[src/rtl/ram16k_pkg.sv]
// ram16k_pkg: shared widths, requester ids and command/tag types for the 16K x 16 RAM arbiter
package ram16k_pkg;
  localparam int ADDR_W = 14;
  localparam int DATA_W = 16;
  localparam logic REQ_ID_0 = 1'b0;
  localparam logic REQ_ID_1 = 1'b1;
  typedef struct packed {
    logic write;
    logic [ADDR_W-1:0] addr;
    logic [DATA_W-1:0] wdata;
  } cmd_t;
  typedef struct packed {
    logic valid;
    logic id;
  } tag_t;
endpackage

[src/rtl/ram16k_arbiter_arb_rr2.sv]
// arb_rr2: two-way grant with optional round-robin tie-break
// ports: clk, reset (async, active-low), valid[1:0], fire (a grant was accepted), grant[1:0]
module arb_rr2 #(
  parameter bit ROUND_ROBIN = 1'b1
) (
  input  logic       clk,
  input  logic       reset,
  input  logic [1:0] valid,
  input  logic       fire,
  output logic [1:0] grant
);
  logic last_grant;
  // requester 0 wins a tie unless round-robin and it won the last handshake
  always_comb begin
    grant[0] = valid[0] & (~valid[1] | ~ROUND_ROBIN | last_grant);
    grant[1] = valid[1] & ~grant[0];
  end
  always_ff @(posedge clk or negedge reset)
    if (!reset) last_grant <= 1'b1;
    else if (fire) last_grant <= grant[1];
endmodule

[src/rtl/ram16k_arbiter.sv]
// ram16k_arbiter: two-requester arbiter and 2-cycle sequencer for the shared 16K x 16 RAM
// ports: clk, reset (async, active-low); reqN_valid/write/addr/wdata in, reqN_ready out;
//        rspN_valid/rdata out; ram_reset/load/address/in to the RAM, ram_out from it
module ram16k_arbiter
  import ram16k_pkg::*;
#(
  parameter bit ROUND_ROBIN = 1'b1
) (
  input  logic              clk,
  input  logic              reset,
  input  logic              req0_valid,
  input  logic              req0_write,
  input  logic [ADDR_W-1:0] req0_addr,
  input  logic [DATA_W-1:0] req0_wdata,
  output logic              req0_ready,
  input  logic              req1_valid,
  input  logic              req1_write,
  input  logic [ADDR_W-1:0] req1_addr,
  input  logic [DATA_W-1:0] req1_wdata,
  output logic              req1_ready,
  output logic              rsp0_valid,
  output logic [DATA_W-1:0] rsp0_rdata,
  output logic              rsp1_valid,
  output logic [DATA_W-1:0] rsp1_rdata,
  output logic              ram_reset,
  output logic              ram_load,
  output logic [ADDR_W-1:0] ram_address,
  output logic [DATA_W-1:0] ram_in,
  input  logic [DATA_W-1:0] ram_out
);
  logic init_q;
  logic fire;
  logic [1:0] grant;
  cmd_t cmd;
  tag_t tag1, tag2;
  arb_rr2 #(.ROUND_ROBIN(ROUND_ROBIN)) u_arb (
    .clk   (clk),
    .reset (reset),
    .valid ({req1_valid, req0_valid}),
    .fire  (fire),
    .grant (grant)
  );
  always_comb begin
    req0_ready = grant[0] & ~init_q;
    req1_ready = grant[1] & ~init_q;
    fire = req0_ready | req1_ready;
    cmd = req1_ready ? {req1_write, req1_addr, req1_wdata} : {req0_write, req0_addr, req0_wdata};
    // gating rdata with valid keeps it 0 while the RAM output register is still stale after reset
    rsp0_valid = tag2.valid & (tag2.id == REQ_ID_0);
    rsp1_valid = tag2.valid & (tag2.id == REQ_ID_1);
    rsp0_rdata = rsp0_valid ? ram_out : '0;
    rsp1_rdata = rsp1_valid ? ram_out : '0;
    ram_reset = init_q;
  end
  always_ff @(posedge clk or negedge reset)
    if (!reset) init_q <= 1'b1;
    else init_q <= 1'b0;
  // address and data hold between commands so the RAM pins only move on a handshake
  always_ff @(posedge clk or negedge reset)
    if (!reset) begin
      ram_load <= 1'b0;
      ram_address <= '0;
      ram_in <= '0;
      tag1 <= '0;
    end else if (fire) begin
      ram_load <= cmd.write;
      ram_address <= cmd.addr;
      ram_in <= cmd.wdata;
      tag1 <= '{valid: 1'b1, id: req1_ready};
    end else begin
      ram_load <= 1'b0;
      tag1.valid <= 1'b0;
    end
  always_ff @(posedge clk or negedge reset)
    if (!reset) tag2 <= '0;
    else tag2 <= tag1;
endmodule

[config.mk]
export PLATFORM = sky130hd
export DESIGN_NAME = ram16k_arbiter
export DESIGN_NICKNAME = d
export VERILOG_FILES = /design/src/rtl/ram16k_pkg.sv /design/src/rtl/ram16k_arbiter_arb_rr2.sv /design/src/rtl/ram16k_arbiter.sv
export SDC_FILE = /design/constraint.sdc
export NUM_CORES = 1
export LEC_CHECK = 0
export ABC_AREA = 1
export BUFFER_PORTS_ARGS = -buffer_cell sky130_fd_sc_hd__buf_2
export CAP_MARGIN = 5
export CORE_ASPECT_RATIO = 1.4
export CORE_MARGIN = 5
export CORE_UTILIZATION = 40
export CTS_CLUSTER_DIAMETER = 30
export DETAILED_ROUTE_END_ITERATION = 8
export PLACE_DENSITY = 0.78
export REMOVE_ABC_BUFFERS = 1
export SKIP_LAST_GASP = 1
export SYNTH_ARGS = -nofsm -noshare
export SYNTH_HDL_FRONTEND = slang
export SYNTH_SLANG_ARGS = --single-unit
[constraint.sdc]
create_clock -name clk -period 1.8 [get_ports clk]
set_input_delay 0.09 -clock clk [delete_from_list [all_inputs] [get_ports clk]]
set_output_delay 0.09 -clock clk [all_outputs]
set_load 0.01 [all_outputs]
* After elaboration in Yosys (flattened, before gate mapping)
Index checks and enable logic that the tools add are counted.
** Cells by class
- Multiplexer cells :: 5
- Bitwise operators :: 12
** Operator list (number)
- $mux 16 :: 2
- $mux 31 :: 1
- $and 1x1->1 :: 6
- $not 1->1 :: 4
- $mux 1 :: 2
- $or 1x1->1 :: 2
** Word-level totals
- Register bits after elaboration :: 37
- Input bits :: 82

* Longest topological paths before layout
- Depth after elaboration :: 8
- Gate-level depth with buffers :: 8
- Mapped depth without buffers :: 7

* Modules after synthesis
From an unflattened synthesis, not the netlist that was laid out.
** Second synthesis, totals
- Cell total of the unflattened synthesis :: 340
- Area total of the unflattened synthesis :: 2189.6 um^2
** By module, submodules not included
- ram16k_arbiter :: times used 1, cells an instance 332, area each 2128.3 um^2
- arb_rr2 :: times used 1, cells an instance 8, area each 61.3 um^2

* Least setup slack after synthesis
Ideal clock, no wire load.
- Kind :: reg2reg
- Start point :: register init_q, in the netlist ram_reset
- End point :: register ram_in[10]
- Arrival time :: 1.174 ns
- Required time :: 1.683 ns
- Path slack :: 0.509 ns
- Stages on the path, launching flop included :: 9
- Path buffers :: 1
- Period minus slack after synthesis :: 1.291 ns
- Cell sequence :: dfstp_2 -> inv_2 -> nand2_1 -> inv_2 -> nand2_1 -> buf_2 -> nand2_1 -> nand3_1 -> nand2_1
** On the way
- Cells in the longest elaborated chain, start to end :: 3
- Elaborated cells on any way between the ends :: 5
** RTL lines
- start: declaration :: RTL line ram16k_arbiter.sv:31 : logic init_q;
- start signal: assignment :: RTL line ram16k_arbiter.sv:56 : if (!reset) init_q <= 1'b1;
- start signal: assignment :: RTL line ram16k_arbiter.sv:57 : else init_q <= 1'b0;
- $not 1->1 * :: RTL line ram16k_arbiter.sv:44, ram16k_arbiter.sv:45
- $and 1x1->1 (on tied branches) :: RTL line ram16k_arbiter.sv:45, ram16k_arbiter.sv:44
- $mux 31 / $or 1x1->1 (equally long branches) :: RTL line ram16k_arbiter.sv:47, ram16k_arbiter.sv:46
- end signal: assignment :: RTL line ram16k_arbiter.sv:68 : ram_in <= cmd.wdata;
- end: declaration :: RTL line ram16k_arbiter.sv:28 : output logic [DATA_W-1:0] ram_in,
Every way passes the cells marked *; elsewhere a longest branch is shown, timed or not.
A chain may end at the register's enable or synchronous reset.

* Worst setup path after layout
- Start point :: register u_arb.last_grant
- End point :: output port req1_ready
** On the way
- Cells in the longest elaborated chain, start to end :: 5
** RTL lines
- start: declaration :: RTL line ram16k_arbiter_arb_rr2.sv:12 : logic last_grant;
- start signal: assignment :: RTL line ram16k_arbiter_arb_rr2.sv:20 : else if (fire) last_grant <= grant[1];
- $or 1x1->1 :: RTL line ram16k_arbiter_arb_rr2.sv:15 : grant[0] = valid[0] & (~valid[1] | ~ROUND_ROBIN | last_grant);
- $and 1x1->1 :: RTL line ram16k_arbiter_arb_rr2.sv:15
- $not 1->1 :: RTL line ram16k_arbiter_arb_rr2.sv:16 : grant[1] = valid[1] & ~grant[0];
- $and 1x1->1 :: RTL line ram16k_arbiter_arb_rr2.sv:16
- $and 1x1->1 :: RTL line ram16k_arbiter.sv:45 : req1_ready = grant[1] & ~init_q;
- end: declaration :: RTL line ram16k_arbiter.sv:20 : output logic req1_ready,
Every way passes these cells.

==> impl_metrics.toml <==
[layout]
antennaDiodeCount = 0
final_cells = 553
layout.nets = 568
area_delta_synth_final_pct = 41.8
finalInstanceArea_sq_um = 3070
drive_above_1_share_pct = 35.1
post-route-util_pct = 59.0

[grt]
grt_pass1_wl_microns = 10300
grt_max_degree = 33
grt-ovfl-total = 0
grt_antenna_before_repair = 1
grt_usage_pct = 17.8
grt_pass1_vias = 2423

[synth]
yosys_warnings = 0
yosys.area_share.simple_pct = 37.8
synth_xor_area_share_pct = 0
synth_cell_types = 14
ys_ff_latch = 37
syn_area_sq_um = 2160
synth_top_family_by_area = "simple AND/OR/NAND/NOR gates"
synth_area_per_cell_sq_um = 6.40
yosysSeqAreaShare_pct = 42.9
synthMuxAreaShare_pct = 0
post_synth_fa_ha_maj_area_fraction_pct = 0
synth-compound-area-share_pct = 0.231
netlist_instances = 338

[worst_setup_path]
critPathMaxFanout = 22
reg2reg_depth = 6
r2r-end = "ram_in[8]"
cp-end-kind = "output port"
cp-startpoint = "u_arb.last_grant"
worstSetupStartpointType = "flip-flop"
critical_path_class = "reg -> out"
worstPathRequired_ps = 1710
reg2reg_slack_ps = 360
r2r-start = "ram_reset"
cp.arrival_ps = 1550

[floorplanning]
dieArea_sq_um = 7000
io_pins = 150
core_sq_um = 5200
num_rows = 31
start_util_pct = 41.6
die_w_microns = 72.2
die_y_microns = 97.0

[clock_tree]
htreeDepth = 2
cts_buffer_depth = 2
numCtsBuffers = 5
root_buffer = "clkbuf_8"
cts_tree = "yes"
clk_latency_ps = 280
clkSinkCount = 37
post_cts_buffers = 0
path_clk_slew_ps = 70

[min_path]
hold_depth = 3
hp-start = "req0_write"
worstHoldPathType = "in -> reg"
holdPathEnd = "ram_load"

[place]
dp_hpwl_microns = 4930
dpl.cell_count = 544
postPlaceCellArea_sq_um = 2970
gp_congestion = 0.749
io_buffers = 149

[route]
wl_microns = 6260
first_pass_iters = 4
drt_iter0_markers = 54
vias = 2486
drc_errors = 0
drtAntennaViolNets = 0
vias_per_cell = 4.50
wire_per_inst_microns = 11.3

[pwr]
vdd_ir_drop_max_mv = 0.404
power_leakage_nw = 2.13
p_per_area_nw_per_um2 = 745
power_mw = 2.28

[timing]
relSlewSlack_pct = 65.8
skew_ps = 3.85
fmax_mhz = 612
drv_slew = 0
min_period_ps = 1640
fin_crit_sh_pct = 90.8
finalSetupViolCount = 0
hold_viol_final = 0
worstMarginPinSlew_ps = 512
rsz0062_at_grt = "no"

[run_status]
status = "complete, no violations"

[job]
cap_violations = 0
## metrics by stage
stage                     hold slack, ps  setup WS, ps  TNS [ps]
after floorplan                     -206          -382     -8170
after global placement              59.1           419         0
after detailed placement            56.4           345         0
after CTS                           40.8          82.9         0
after global routing                49.4          39.2         0
final                               51.5           165         0
## worst max path at each step
| stage | endpoint | depth (start not counted) |
|---|---|---|
| 2_1_floorplan | ram_load | 7 |
| 3_3_place_gp | ram_load | 8 |
| 3_5_place_dp | ram_in[8] | 6 |
| 4_1_cts | req1_ready | 7 |
| 5_1_grt | req1_ready | 7 |
| 6_report | req1_ready | 7 |
## routing by layer
layer | share of wire, % | track usage (%) | up-vias
li1 | - | - | 1269
met1 | 35 | 18.9 | 1074
met2 | 51 | 32.6 | 129
met3 | 12 | 5.29 | 12
met4 | 1.8 | 5.64 | 2
met5 | 0.11 | 0 | -
## cells in the final DEF, fill, tap and decap left out, drive strengths merged
| cell type | instances |
|---|---|
| buf | 157 |
| clkbuf | 5 |
| clkinv | 2 |
| clkinvlp | 1 |
| conb | 1 |
| dfrtp | 35 |
| dfstp | 2 |
| dlygate4sd3 | 1 |
| inv | 86 |
| nand2 | 99 |
| nand3 | 61 |
| nand3b | 1 |
| nor2 | 35 |
| o21ai | 1 |
## what timing repair did
action / CTS / global route
endpoints found under the setup margin: 0 / 1
resized for setup: 0 / 1
hold buffers: 1 / 0
hold endpoints to repair: 16 / 0
## where the power goes
group	total [mW]	switching, mW	internal [mW]	leakage [nW]
logic	0.698	0.408	0.290	1.64
registers	1.03	0.0722	0.963	0.449
clock network	0.552	0.285	0.267	0.0439
total	2.28	0.765	1.52	2.13
## logic make-up (layout without fill, tap and decap cells)
family | Yosys count | in the layout
simple gates | 196 | 196
buf+inv | 103 | 252
flops | 37 | 37
other cells | 1 | 1
compound gates | 1 | 1
## state kept, by name (all words and copies together), names as in the netlist
name	cells
tag1	2
tag2	2
u_arb.last_grant	1
ram_load	1
ram_address	14
ram_in	16
ram_reset	1
## worst max-delay path, cell delays in order, from the launching register on
cell and delay [ps]:
dfstp_2 530, inv_1 40, nand2_1 80, nand2_1 80, nand2_1 100, buf_6 210, inv_1 70, buf_2 140
## Yosys cell counts
library cell / instances / area (sq um)
inv_1: 83 / 312
dfstp_2: 2 / 52.6
nand2_2: 1 / 6.26
nor2_1: 35 / 131
buf_2: 14 / 70.1
nand3_1: 61 / 305
nand2_1: 98 / 368
o21ai_0: 1 / 5.00
conb_1: 1 / 3.75
clkbuf_1: 2 / 7.51
nand3b_1: 1 / 7.51
inv_2: 3 / 11.3
buf_4: 1 / 7.51
dfrtp_1: 35 / 876
## final cells by class
type	count	area (sq um)
Clock buffer	5	68.8
Clock inverter	3	17.5
Fill cell	531	2130
Inverter	86	323
Multi-Input combinational cell	198	827
Sequential cell	37	928
Tap cell	66	82.6
Timing Repair Buffer	158	820
Power figures use the tool's default switching activity.
